## config.mk

```make
export PLATFORM = sky130hd
export DESIGN_NAME = pe_lport
export DESIGN_NICKNAME = d
export VERILOG_FILES = /design/src/rtl/pe_lport_pkg.sv /design/src/rtl/pe_lport_fifo.sv /design/src/rtl/pe_lport.sv
export SDC_FILE = /design/constraint.sdc
export NUM_CORES = 1
export LEC_CHECK = 0
export ABC_AREA = 1
export CORE_MARGIN = 2
export CORE_UTILIZATION = 57
export DETAILED_ROUTE_END_ITERATION = 10
export DONT_BUFFER_PORTS = 1
export PLACE_DENSITY = 0.81
export SYNTH_ARGS = -nofsm -noshare
export SYNTH_HDL_FRONTEND = slang
export SYNTH_SLANG_ARGS = --single-unit
```

## constraint.sdc

```tcl
create_clock -name clk -period 4.1 [get_ports clk]
set_clock_uncertainty 0.1 [all_clocks]
set_input_delay 1.23 -clock clk [delete_from_list [all_inputs] [get_ports clk]]
set_output_delay 1.23 -clock clk [all_outputs]
set_load 0.02 [all_outputs]
```

## src/rtl/pe_lport_pkg.sv

```systemverilog
// Shared types and sizes for the local (PE-side) router port.
// The project-wide widths normally arrive from define.v; the guarded
// fallbacks below only take effect when that file has not been read first.
`ifndef DATAW
`define DATAW 15
`endif
`ifndef VCH
`define VCH 1
`endif
`ifndef VCHW
`define VCHW 0
`endif

package pe_lport_pkg;

    localparam int DATA_W = `DATAW + 1;
    localparam int NUM_VC = `VCH + 1;
    localparam int VC_W   = `VCHW + 1;

    typedef logic [DATA_W-1:0] flit_t;
    typedef logic [VC_W-1:0]   vc_t;

    // The round-robin pointer starts on the last VC so VC0 wins first.
    localparam vc_t RR_RESET = vc_t'(`VCH);

    // Maps an offset from the round-robin pointer onto a real VC number.
    function automatic vc_t vc_wrap(input int idx);
        return vc_t'(idx % NUM_VC);
    endfunction

endpackage

```

## src/rtl/pe_lport_fifo.sv

```systemverilog
// Single-VC synchronous injection FIFO. Exposes the head flit, the current
// occupancy and the occupancy it will have after this clock edge.
module lport_fifo #(
    parameter int DEPTH = 4,
    parameter int WIDTH = 16
) (
    input  logic                     clk,
    input  logic                     rst_,
    input  logic                     push,
    input  logic [WIDTH-1:0]         push_data,
    input  logic                     pop,
    output logic [WIDTH-1:0]         head,
    output logic [$clog2(DEPTH):0]   count,
    output logic [$clog2(DEPTH):0]   next_count
);

    localparam int PTR_W = $clog2(DEPTH);
    localparam int CNT_W = PTR_W + 1;

    logic [WIDTH-1:0] mem [DEPTH];
    logic [PTR_W-1:0] wr_ptr;
    logic [PTR_W-1:0] rd_ptr;
    logic             full;
    logic             take;
    logic             accept;

    // A full FIFO still accepts a write when its head leaves in the same cycle.
    assign full   = (count == CNT_W'(DEPTH));
    assign take   = pop && (count != '0);
    assign accept = push && (!full || take);
    assign head   = mem[rd_ptr];

    // Occupancy after this edge; also feeds the registered ready upstream.
    always_comb begin
        next_count = count;
        if (accept && !take) begin
            next_count = count + CNT_W'(1);
        end else if (!accept && take) begin
            next_count = count - CNT_W'(1);
        end
    end

    // Flit storage needs no reset; the pointers define what is valid.
    always_ff @(posedge clk) begin
        if (accept) begin
            mem[wr_ptr] <= push_data;
        end
    end

    // Pointers wrap naturally at DEPTH since DEPTH is a power of two.
    always_ff @(posedge clk) begin
        if (rst_) begin
            wr_ptr <= '0;
            rd_ptr <= '0;
            count  <= '0;
        end else begin
            if (accept) begin
                wr_ptr <= wr_ptr + PTR_W'(1);
            end
            if (take) begin
                rd_ptr <= rd_ptr + PTR_W'(1);
            end
            count <= next_count;
        end
    end

endmodule

```

## src/rtl/pe_lport.sv

```systemverilog
// Local port between a processing element and its router: per-VC injection
// FIFOs with round-robin, per-flit arbitration toward the switch, and a
// one-stage registered ejection path back to the PE.
module pe_lport
    import pe_lport_pkg::*;
#(
    parameter int DEPTH = 4
) (
    input  logic              clk,
    input  logic              rst_,
    input  logic [`DATAW:0]   pe_odata,
    input  logic              pe_ovalid,
    input  logic [`VCHW:0]    pe_ovch,
    output logic [`VCH:0]     pe_irdy,
    output logic [`DATAW:0]   pe_idata,
    output logic              pe_ivalid,
    output logic [`DATAW:0]   sw_odata,
    output logic              sw_ovalid,
    output logic [`VCHW:0]    sw_ovch,
    input  logic [`VCH:0]     sw_ordy,
    input  logic [`DATAW:0]   sw_idata,
    input  logic              sw_ivalid,
    output logic              ovf_err
);

    localparam int CNT_W = $clog2(DEPTH) + 1;

    flit_t             heads      [NUM_VC];
    logic [CNT_W-1:0]  count      [NUM_VC];
    logic [CNT_W-1:0]  next_count [NUM_VC];
    logic [NUM_VC-1:0] push;
    logic [NUM_VC-1:0] pop;
    logic [NUM_VC-1:0] eligible;
    logic [NUM_VC-1:0] overflow;
    logic [NUM_VC-1:0] irdy_next;
    vc_t               rr;
    vc_t               grant_vc;
    logic              grant;

    for (genvar v = 0; v < NUM_VC; v++) begin : g_vc
        assign push[v]      = pe_ovalid && !rst_ && (pe_ovch == vc_t'(v));
        assign pop[v]       = grant && (grant_vc == vc_t'(v));
        assign eligible[v]  = (count[v] != '0) && sw_ordy[v];
        assign overflow[v]  = push[v] && (int'(count[v]) == DEPTH) && !pop[v];
        assign irdy_next[v] = (int'(next_count[v]) <= DEPTH - 2);

        lport_fifo #(
            .DEPTH (DEPTH),
            .WIDTH (DATA_W)
        ) u_fifo (
            .clk        (clk),
            .rst_       (rst_),
            .push       (push[v]),
            .push_data  (pe_odata),
            .pop        (pop[v]),
            .head       (heads[v]),
            .count      (count[v]),
            .next_count (next_count[v])
        );
    end

    // Round-robin search starting one past the last granted VC.
    always_comb begin
        grant    = 1'b0;
        grant_vc = rr;
        for (int i = 1; i <= NUM_VC; i++) begin
            if (!grant && eligible[vc_wrap(int'(rr) + i)]) begin
                grant    = 1'b1;
                grant_vc = vc_wrap(int'(rr) + i);
            end
        end
    end

    // Registered switch output; data and VC hold when nothing is granted.
    always_ff @(posedge clk) begin
        if (rst_) begin
            rr        <= RR_RESET;
            sw_ovalid <= 1'b0;
            sw_odata  <= '0;
            sw_ovch   <= '0;
        end else begin
            sw_ovalid <= grant;
            if (grant) begin
                rr       <= grant_vc;
                sw_odata <= heads[grant_vc];
                sw_ovch  <= grant_vc;
            end
        end
    end

    // Ready leaves one slot of headroom for a flit already on its way.
    always_ff @(posedge clk) begin
        if (rst_) begin
            pe_irdy <= '1;
        end else begin
            pe_irdy <= irdy_next;
        end
    end

    // Overflow is sticky until reset.
    always_ff @(posedge clk) begin
        if (rst_) begin
            ovf_err <= 1'b0;
        end else if (|overflow) begin
            ovf_err <= 1'b1;
        end
    end

    // Ejection is a plain register stage; the PE always accepts.
    always_ff @(posedge clk) begin
        if (rst_) begin
            pe_ivalid <= 1'b0;
            pe_idata  <= '0;
        end else begin
            pe_ivalid <= sw_ivalid;
            pe_idata  <= sw_idata;
        end
    end

endmodule
```

; Yosys cells after proc, flatten, opt, wreduce, memory -nomap -nowiden
; Memories as Yosys holds them, arrays and structs flattened. A register that Yosys moved wholly into a read port is not among the register bits.
; Cells that the tools add are included.
[word_totals]
reg_bits = 53
mem_bits_rw = 128
inputBits = 39
word_cells = 96
mem_count = 2
[op_classes]
n_addsub = 10
order_cmp = 5
eq_ne = 4
muxes = 23
bitwise = 3
reduce_logical = 35
[mem_list]
columns = memory, depth, word_bits, read_ports, rd_clocked_by_memory_dff, write_ports, line
row1 = g_vc[0].u_fifo.mem, 4, 16, 1, 1, 1, pe_lport_fifo.sv:20  ; logic [WIDTH-1:0] mem [DEPTH];
row2 = g_vc[1].u_fifo.mem, 4, 16, 1, 1, 1, pe_lport_fifo.sv:20
[ops]
columns = op, n
row1 = $mux W16, 3
row2 = $logic_and A1 B1 Y1, 20
row3 = $eq A3 B3 Y1 const B, 4
row4 = $mux W1, 12
row5 = $mux W3, 4
row6 = $logic_not A1 Y1, 10
row7 = $add A2 B1 Y2 const B, 4
row8 = $mux W2, 4
row9 = $add A3 B1 Y3 const B, 2
row10 = $le A3 B2 Y1 const B, 2
row11 = $reduce_bool A3 Y1, 2
row12 = $sub A3 B1 Y3 const B, 2
row13 = $lt A1 B2 Y1 const B, 2
row14 = $add A1 B1 Y1 const B, 2
row15 = $ge A2 B2 Y1 const B, 1
row16 = $logic_or A1 B1 Y1, 2
row17 = $not A1 Y1, 2
row18 = $not A1 Y2, 1
row19 = $reduce_or A2 Y1, 1

; Depth between registers and ports, before layout
; Gate-level depths: netlist of run 1.
[depth]
word_depth = 18
depth_mapped = 13
ltp_nobuf = 13

; Cells and area by module
; From an unflattened synthesis of run 1, not the netlist that was laid out.
[hier_totals]
cells_unflattened = 682
hier_area_um2 = 7424.6
[by_module_without_submodules]
columns = module, n_inst, cells_each, area_per_inst_um2, seq_area_each_um2
row1 = lport_fifo, 2, 225, 2871.5, 2102.0
row2 = pe_lport, 1, 232, 1681.6, 780.7

; Least setup slack after synthesis of run 1
; No wires, ideal clock.
[synth_path]
path_type = input-to-reg
startpoint = input port rst_
endpoint = memory g_vc[1].u_fifo.mem[0][0], enable pin
arrival_time_ns = 2.504
required_time_ns = 3.611
slack_ns = 1.107
stages = 6
path_cell_list = buf_6 inv_2 nand3_1 inv_1 nand2_2 nor2_1
[synth_via]
elab_chain_len = 6
[synth_lines]
columns = element, line
row1 = start: declaration, pe_lport.sv:10  ; input logic rst_,
row2 = $logic_not A1 Y1, pe_lport.sv:41  ; assign push[v] = pe_ovalid && !rst_ && (pe_ovch == vc_t'(v));
row3 = $logic_and A1 B1 Y1 (2 in a row), pe_lport.sv:41
row4 = $logic_and A1 B1 Y1, pe_lport_fifo.sv:30  ; assign accept = push && (!full || take);
row5 = $mux W1, pe_lport_fifo.sv:45  ; if (accept) begin
row6 = $mux W1 (not written as such), pe_lport_fifo.sv:46  ; mem[wr_ptr] <= push_data;
row7 = end: declaration, pe_lport_fifo.sv:20
; No other way between the ends.

; Worst setup path after layout of run 1
[layout_path]
startpoint = input port rst_
endpoint = memory g_vc[1].u_fifo.mem[2][7], enable pin
; The elaborated chain is that of the path after synthesis.

==> impl_results.md, run 1 <==
* NetSw at 0.00169 W
* RSZ-0062 raised after global routing: no
* Buffers on Ports at 0
* Crit-path max cell delay at 0.26 ns
* Clock power share at 31.7%
* Boundary pin count at 77
* Syn Area/Cell at 11.4 um2
* Post-CTS Hold Buffers at 0
* Max-cap viol count at 0
* Critical Path RT at 4.12 ns
* Hold Violations, Final at 0
* Endpoint class of the critical path: flip-flop
* Sequential share of power at 47.7%
* Combinational power share at 20.6%
* Initial DRC Count at 447
* Power Total at 0.00505 W
* Maximum vdd ir drop at 0.450 mV
* # diodes at 0
* Synth area leaders: edfxtp_1, dfxtp_1, nor2_1, nand2_1, nand3_1
* DIE HEIGHT at 116 um
* H-tree depth at 4
* Synth Cell Area at 0.00719 mm2
* Yosys warnings at 0
* PD cells at 638 mW/mm2
* CP endpoint: g_vc[1].u_fifo.mem[2][7]
* CP Cell Sequence: inv_2 > nand3_1 > inv_1 > nand2_2 > nor2_1 > buf_4
* Crit path buf inv count at 3
* Net Count, Synth at 683
* P_leak at 2.90 nW
* Fmax at 433 MHz
* Asr flop ratio synth at 0%
* CP startpoint: rst_
* Synth area leader: edfxtp_1
* Crit path arrival time at 2.33 ns
* Synthesized flop and latch total at 185
* GPL Wtd Cong at 0.817
* Adder-cell share of the synthesized area at 2.44%
* Die ar. at 0.0135 mm2
* Die X at 116 um
* Clock Latency Late Sink at 0.43 ns
* Final min period at 2.31 ns
* R2R Setup Slk at 1.94 ns
* # Post-CTS Setup Buffers at 0
* Gr ovfl total at 0
* Post-synth EDFFs at 128
* Longest Clk Path Bufs at 2
* Slowest cell on the critical path: buf_4
* Placed cell area at 0.00733 mm2
* Routed vias/inst at 5.60
* Largest family of logic cells by synthesized area: simple AND/OR/NAND/NOR gates
* WL per Instance at 17.2 um
* Ratio of cells with drive above 1 in the final layout at 9.94%
* Core outline area at 0.0125 mm2
* Worst reg2reg path endpoint: sw_odata[4]
* Top cell type's share of synthesized area at 53.5%
* Mux share of post-synthesis cell area at 0%
* Final setup violation count at 0
* Cell row count at 41
* Final ANT Viol Nets at 0
* CP startpoint kind: input port
* Synth Area in Compound Gates at 7.66%
* Total track usage at 21.9%
* Post-DP HPWL at 8620 um
* R2R depth at 6
* Vias in the first global route at 4419
* Setup Crit Path Kind: in2reg
* Initial antenna violation count at 0
* TritonCTS Buffers at 17
* Largest net degree at the start of global routing at 43
* Nets at 684
* CTS root buf: clkbuf_16
* Fin crit share at 56.3%
* Hold Path Class: reg2reg
* Cell-internal power at 0.00336 W
* Layout Cell Area excl Fill at 0.00792 mm2
* Syn-to-layout area delta at 10.2%
* Part of the Yosys area used for sequential elements at 69.4%
* DRC at 0
* Slew Limit Fails at 0
* CTS tree: done
* Num Clock Sinks at 185
* Critical path depth in cells at 6
* CTS resizes at 0
* Drt first pass iters at 5
* Synthesized instance count at 630
* Starting density of the core at 57.7%
* Worst path top cell family by delay: buffers and inverters
* DR vias at 4572
* Simple-gate portion of the synthesized area at 15.2%
* Main synth FF type: edfxtp_1
* Max_slew headroom at 34.0%
* Post-Synth XOR/XNOR Area at 0.470%
* Measured slew at the worst slew-check pin at 0.988 ns
* Clk slew on worst S/H paths at 0.07 ns
* First-pass GRT wire length at 22000 um
* Routed Wire Length at 14000 um
* Status: finished clean
* Crit-path max FO at 42
* Fin Setup TNS at 0 ns
* Net Sw Frac at 33.5%
* Library cells used by synthesis at 31
## cell usage in the layout (no fill, tap or decap), types with 6 or more instances in the layout
cell type and instances:
inv_1 47, buf_4 10, a21oi_1 9, nand2_1 99, clkbuf_16 17, inv_2 6
o22ai_1 8, ha_1 14, nand3_1 39, nor2_1 100, edfxtp_1 128, o21ai_0 36
o32ai_1 16, inv_6 7, dfxtp_1 57, a31oi_1 16
## how the worst min path moves through the flow
stage | slack, ns | cells after the start | startpoint | to
after floorplan | 0.34 | 1 | g_vc[0].u_fifo.rd_ptr[0] | flip-flop
after global placement | 0.35 | 1 | g_vc[0].u_fifo.rd_ptr[0] | g_vc[0].u_fifo.rd_ptr[0]
after detailed placement | 0.38 | 2 | rr | rr
after CTS | 0.39 | 2 | g_vc[0].u_fifo.rd_ptr[1] | flip-flop
after global routing | 0.44 | 1 | g_vc[0].u_fifo.rd_ptr[0] | flip-flop
final | 0.40 | 2 | g_vc[0].u_fifo.rd_ptr[1] | flip-flop
## stage by stage
| stage | util, % | instances | setup WS (ns) | hold WS [ns] |
|---|---|---|---|---|
| 3_3_place_gp | 58.8 | 784 | 1.48 | 0.353 |
| 3_5_place_dp | 58.8 | 784 | 1.38 | 0.377 |
| 2_1_floorplan | - | 630 | 1.11 | 0.344 |
| 4_1_cts | 63.5 | 816 | 1.82 | 0.393 |
| 6_report | 63.5 | 816 | 1.79 | 0.401 |
| 5_1_grt | 63.5 | 816 | 1.64 | 0.442 |
## synth_stat cells, types with 3 or more instances
| library cell | n |
|---|---|
| edfxtp_1 | 128 |
| nor2_1 | 100 |
| nand2_1 | 99 |
| dfxtp_1 | 57 |
| inv_1 | 47 |
| nand3_1 | 39 |
| o21ai_0 | 36 |
| a31oi_1 | 16 |
| o32ai_1 | 16 |
| ha_1 | 14 |
| clkbuf_1 | 13 |
| buf_2 | 10 |
| a21oi_1 | 9 |
| o22ai_1 | 8 |
| inv_2 | 6 |
| nand2_2 | 5 |
| nand3_2 | 4 |
| buf_4 | 3 |
## power by group through the flow
stage	registers, W	logic, W	clock network (W)
floorplan	0.00239	0.000849	0
global placement	0.00244	0.000976	0
detailed placement	0.00245	0.00103	0
CTS	0.00241	0.00104	0.00162
global route	0.00243	0.00117	0.00171
finish	0.00241	0.00104	0.00160
## layout make-up
type / count / area, um2
inverter: 55 / 206
timing repair buffer: 10 / 75.1
tap: 172 / 215
multi-input combinational: 362 / 1850
clock inverter: 15 / 159
fill: 911 / 4550
sequential: 185 / 4980
clock buffer: 17 / 425
## cell families after synthesis
group / Yosys count
and+or+nand+nor: 256
adders and majority gates: 14
xor gates and xnor gates: 3
AOI/OAI and AO/OA: 89
DFF: 185
buffers and inverters: 83
## layer usage
| metal | share of wire [%] | global-route usage, % | vias up |
|---|---|---|---|
| li1 | - | - | 2166 |
| met1 | 42 | 27.7 | 2190 |
| met2 | 49 | 35.7 | 190 |
| met3 | 6.7 | 6.02 | 26 |
| met4 | 2.0 | 9.60 | 0 |
| met5 | 0 | 0 | - |
## registers in the layout (all words and copies together) (netlist names), named ones only
register,cells
g_vc.u_fifo.count,6
g_vc.u_fifo.mem,128
g_vc.u_fifo.rd_ptr,4
g_vc.u_fifo.wr_ptr,4
ovf_err,1
pe_idata,16
pe_irdy,2
pe_ivalid,1
rr,1
sw_odata,16
sw_ovalid,1
sw_ovch,1
## worst register-to-register path, stage by stage, from the launching register on
cell and delay, ns:
dfxtp_1 0.30, buf_4 0.23, inv_1 0.76, nor2_1 0.14, o32ai_1 0.31, nand2_1 0.11
a31oi_1 0.15
Note: power is estimated with default switching activity, not from simulation.
==> run 2: changes to the inputs <==
clock period = 2.24 ns   (was 4.1 ns; I/O delays follow)
==> run 2 against run 1 <==
Effect of this change: design area rose by 1.5%; sequential share of layout area fell by 0.94 points; first-iteration DRC count rose by 10%; combinational power rose by 97%; setup slack got worse by 1.7 ns; global-route usage rose by 2.2 points; total power rose by 86%; sequential power rose by 82%; routed wire length rose by 13%.
==> impl_results.md, run 2 (synthesis results as in run 1) <==
* Nets at 692 (+1.2%)
* Boundary pin count at 77 (unchanged)
* H-tree depth at 4 (unchanged)
* GPL Wtd Cong at 0.904 (+11%)
* Net Sw Frac at 33.0% (-0.45 points)
* Longest Clk Path Bufs at 2 (unchanged)
* Most common cell after layout, fill and taps aside: edfxtp_1
* R2R Setup Slk at 0.14 ns (-1.80 ns)
* Initial antenna violation count at 0 (unchanged)
* Biggest regs: g_vc.u_fifo.mem: 128 flops, pe_idata: 16 flops, sw_odata: 16 flops
* # diodes at 0 (unchanged)
* Crit path arrival time at 2.31 ns (-0.02 ns)
* Post-CTS Hold Buffers at 0 (unchanged)
* Crit-path max FO at 22 (-48%)
* Vias in the first global route at 4488 (+1.6%)
* Post-DP HPWL at 10100 um (+17%)
* Worst hold path endpoint: pe_idata[10]
* Final ANT Viol Nets at 0 (unchanged)
* Initial DRC Count at 492 (+10%)
* Ratio of cells with drive above 1 in the final layout at 11.5% (+1.6 points)
* Final setup violation count at 0 (unchanged)
* Core outline area at 0.0125 mm2 (unchanged)
* DIE HEIGHT at 116 um (unchanged)
* Max reg flops at 128 (unchanged)
* Slew Limit Fails at 0 (unchanged)
* CTS tree: done
* PD cells at 1170 mW/mm2 (+83%)
* Setup Crit Path Kind: reg2reg
* Most frequent cells in the layout: edfxtp_1, nand2_1, nor2_1
* TritonCTS Buffers at 17 (unchanged)
* Hold Crit Depth at 1 (-1)
* Hold WS at 0.208 ns (-0.192 ns)
* R2R depth at 10 (+4)
* Measured slew at the worst slew-check pin at 0.521 ns (-0.467 ns)
* Clock Latency Late Sink at 0.43 ns (about the same)
* Hold Path Class: in2reg
* Max_slew headroom at 65.2% (+31 points)
* Buffers on Ports at 0 (unchanged)
* Final min period at 2.10 ns
* First-pass GRT wire length at 23900 um (+8.8%)
* R2r startpoint: g_vc[0].u_fifo.count[0]
* Max-cap viol count at 0 (unchanged)
* Gr ovfl total at 0 (unchanged)
* CTS resizes at 0 (unchanged)
* DRC at 0 (unchanged)
* Die ar. at 0.0135 mm2 (unchanged)
* Maximum vdd ir drop at 0.654 mV (+46%)
* DR vias at 4705 (+2.9%)
* Largest net degree at the start of global routing at 43 (unchanged)
* # Post-CTS Setup Buffers at 0 (unchanged)
* Starting density of the core at 57.7% (unchanged)
* P_leak at 2.97 nW (+2.3%)
* RSZ-0062 raised after global routing: no
* CP startpoint kind: flip-flop
* Total track usage at 24.1% (+2.2 points)
* Finished Core Util at 64.5% (+0.96 points)
* Num Clock Sinks at 185 (unchanged)
* Cell-internal power at 0.00630 W (+88%)
* WL per Instance at 19.3 um (+12%)
* Drt first pass iters at 7 (+2)
* Fmax at 477 MHz
* Cell row count at 41 (unchanged)
* Sequential share of power at 46.7% (-1.0 points)
* Fin crit share at 93.7%
* CTS root buf: clkbuf_16
* Combinational power share at 21.9% (+1.3 points)
* Clock power share at 31.4% (-0.3 points)
* Critical Path RT at 2.45 ns (-1.67 ns)
* NetSw at 0.00311 W (+84%)
* Status: finished clean
* Endpoint class of the critical path: flip-flop
* Die X at 116 um (unchanged)
* Power Total at 0.00940 W (+86%)
* Largest register by flop count: g_vc.u_fifo.mem
* Routed Wire Length at 15900 um (+13%)
* Routed vias/inst at 5.71 (+1.9%)
* Clk slew on worst S/H paths at 0.07 ns (about the same)
* Hold_sp: rst_
* Syn-to-layout area delta at 11.8%
* Fin Setup TNS at 0 ns (unchanged)
* Hold Violations, Final at 0 (unchanged)
run 2: changes by cell type in the layout (fill, tap and decap cells not counted), moves of 2 or more:
cell / previous run / this run
nor2_2: 1 / 5
clkbuf_16: 17 / 20
inv_4: 0 / 2
nor2_1: 100 / 96
buf_12: 0 / 3
inv_6: 7 / 3
clkinvlp_4: 3 / 0
buf_4: 10 / 15
clkinv_4: 2 / 4
run 2: per-layer routing:
metal  track usage, %  wire length, um
met1             30.3             6160
met3             7.78             1430
met4             12.5              728
met2             37.7             7550
met5                0                0
run 2: worst max path at each step:
stage / start / endpoint / slack, ns / cells past startpoint
2_1_floorplan: rst_ / g_vc[1].u_fifo.mem[0][0] / -0.20 / 6
3_3_place_gp: rst_ / g_vc[1].u_fifo.mem[0][10] / 0.29 / 6
3_5_place_dp: g_vc[1].u_fifo.count[0] / g_vc[1].u_fifo.mem[3][10] / 0.19 / 10
4_1_cts: g_vc[1].u_fifo.count[0] / g_vc[1].u_fifo.mem[0][5] / 0.14 / 10
5_1_grt: g_vc[1].u_fifo.count[0] / g_vc[1].u_fifo.mem[0][5] / 0.03 / 10
6_report: g_vc[0].u_fifo.count[0] / flip-flop / 0.14 / 10
run 2: final cells by class:
type	count	area, um2
sequential	185	4980
fill	859	4430
multi-input combinational	362	1860
clock buffer	23	523
tap	172	215
inverter	55	206
timing repair buffer	18	173
clock inverter	9	73.8
run 2: worst max-delay path, stage by stage, from the launching register on:
cell and delay, ns:
dfxtp_1 0.35, inv_1 0.11, ha_1 0.26, nand2_2 0.11, nand2_4 0.07, inv_2 0.06, nand2_2 0.08, inv_2 0.36
nand2_1 0.16, o21ai_0 0.26, a21oi_1 0.06
run 2: power by group through the flow:
stage / Clock [W] / Combinational (W) / Sequential, W
floorplan: 0 / 0.00156 / 0.00438
global placement: 0 / 0.00189 / 0.00444
detailed placement: 0 / 0.00200 / 0.00446
CTS: 0.00300 / 0.00203 / 0.00439
global route: 0.00313 / 0.00225 / 0.00443
finish: 0.00296 / 0.00205 / 0.00439
run 2: per-stage QoR:
step	setup slack, ns	cells	cell area, um2
floorplan	-0.195	630	7200
global placement	0.288	792	7440
detailed placement	0.188	792	7440
CTS	0.144	824	8040
global route	0.0315	824	8040
finish	0.142	824	8040
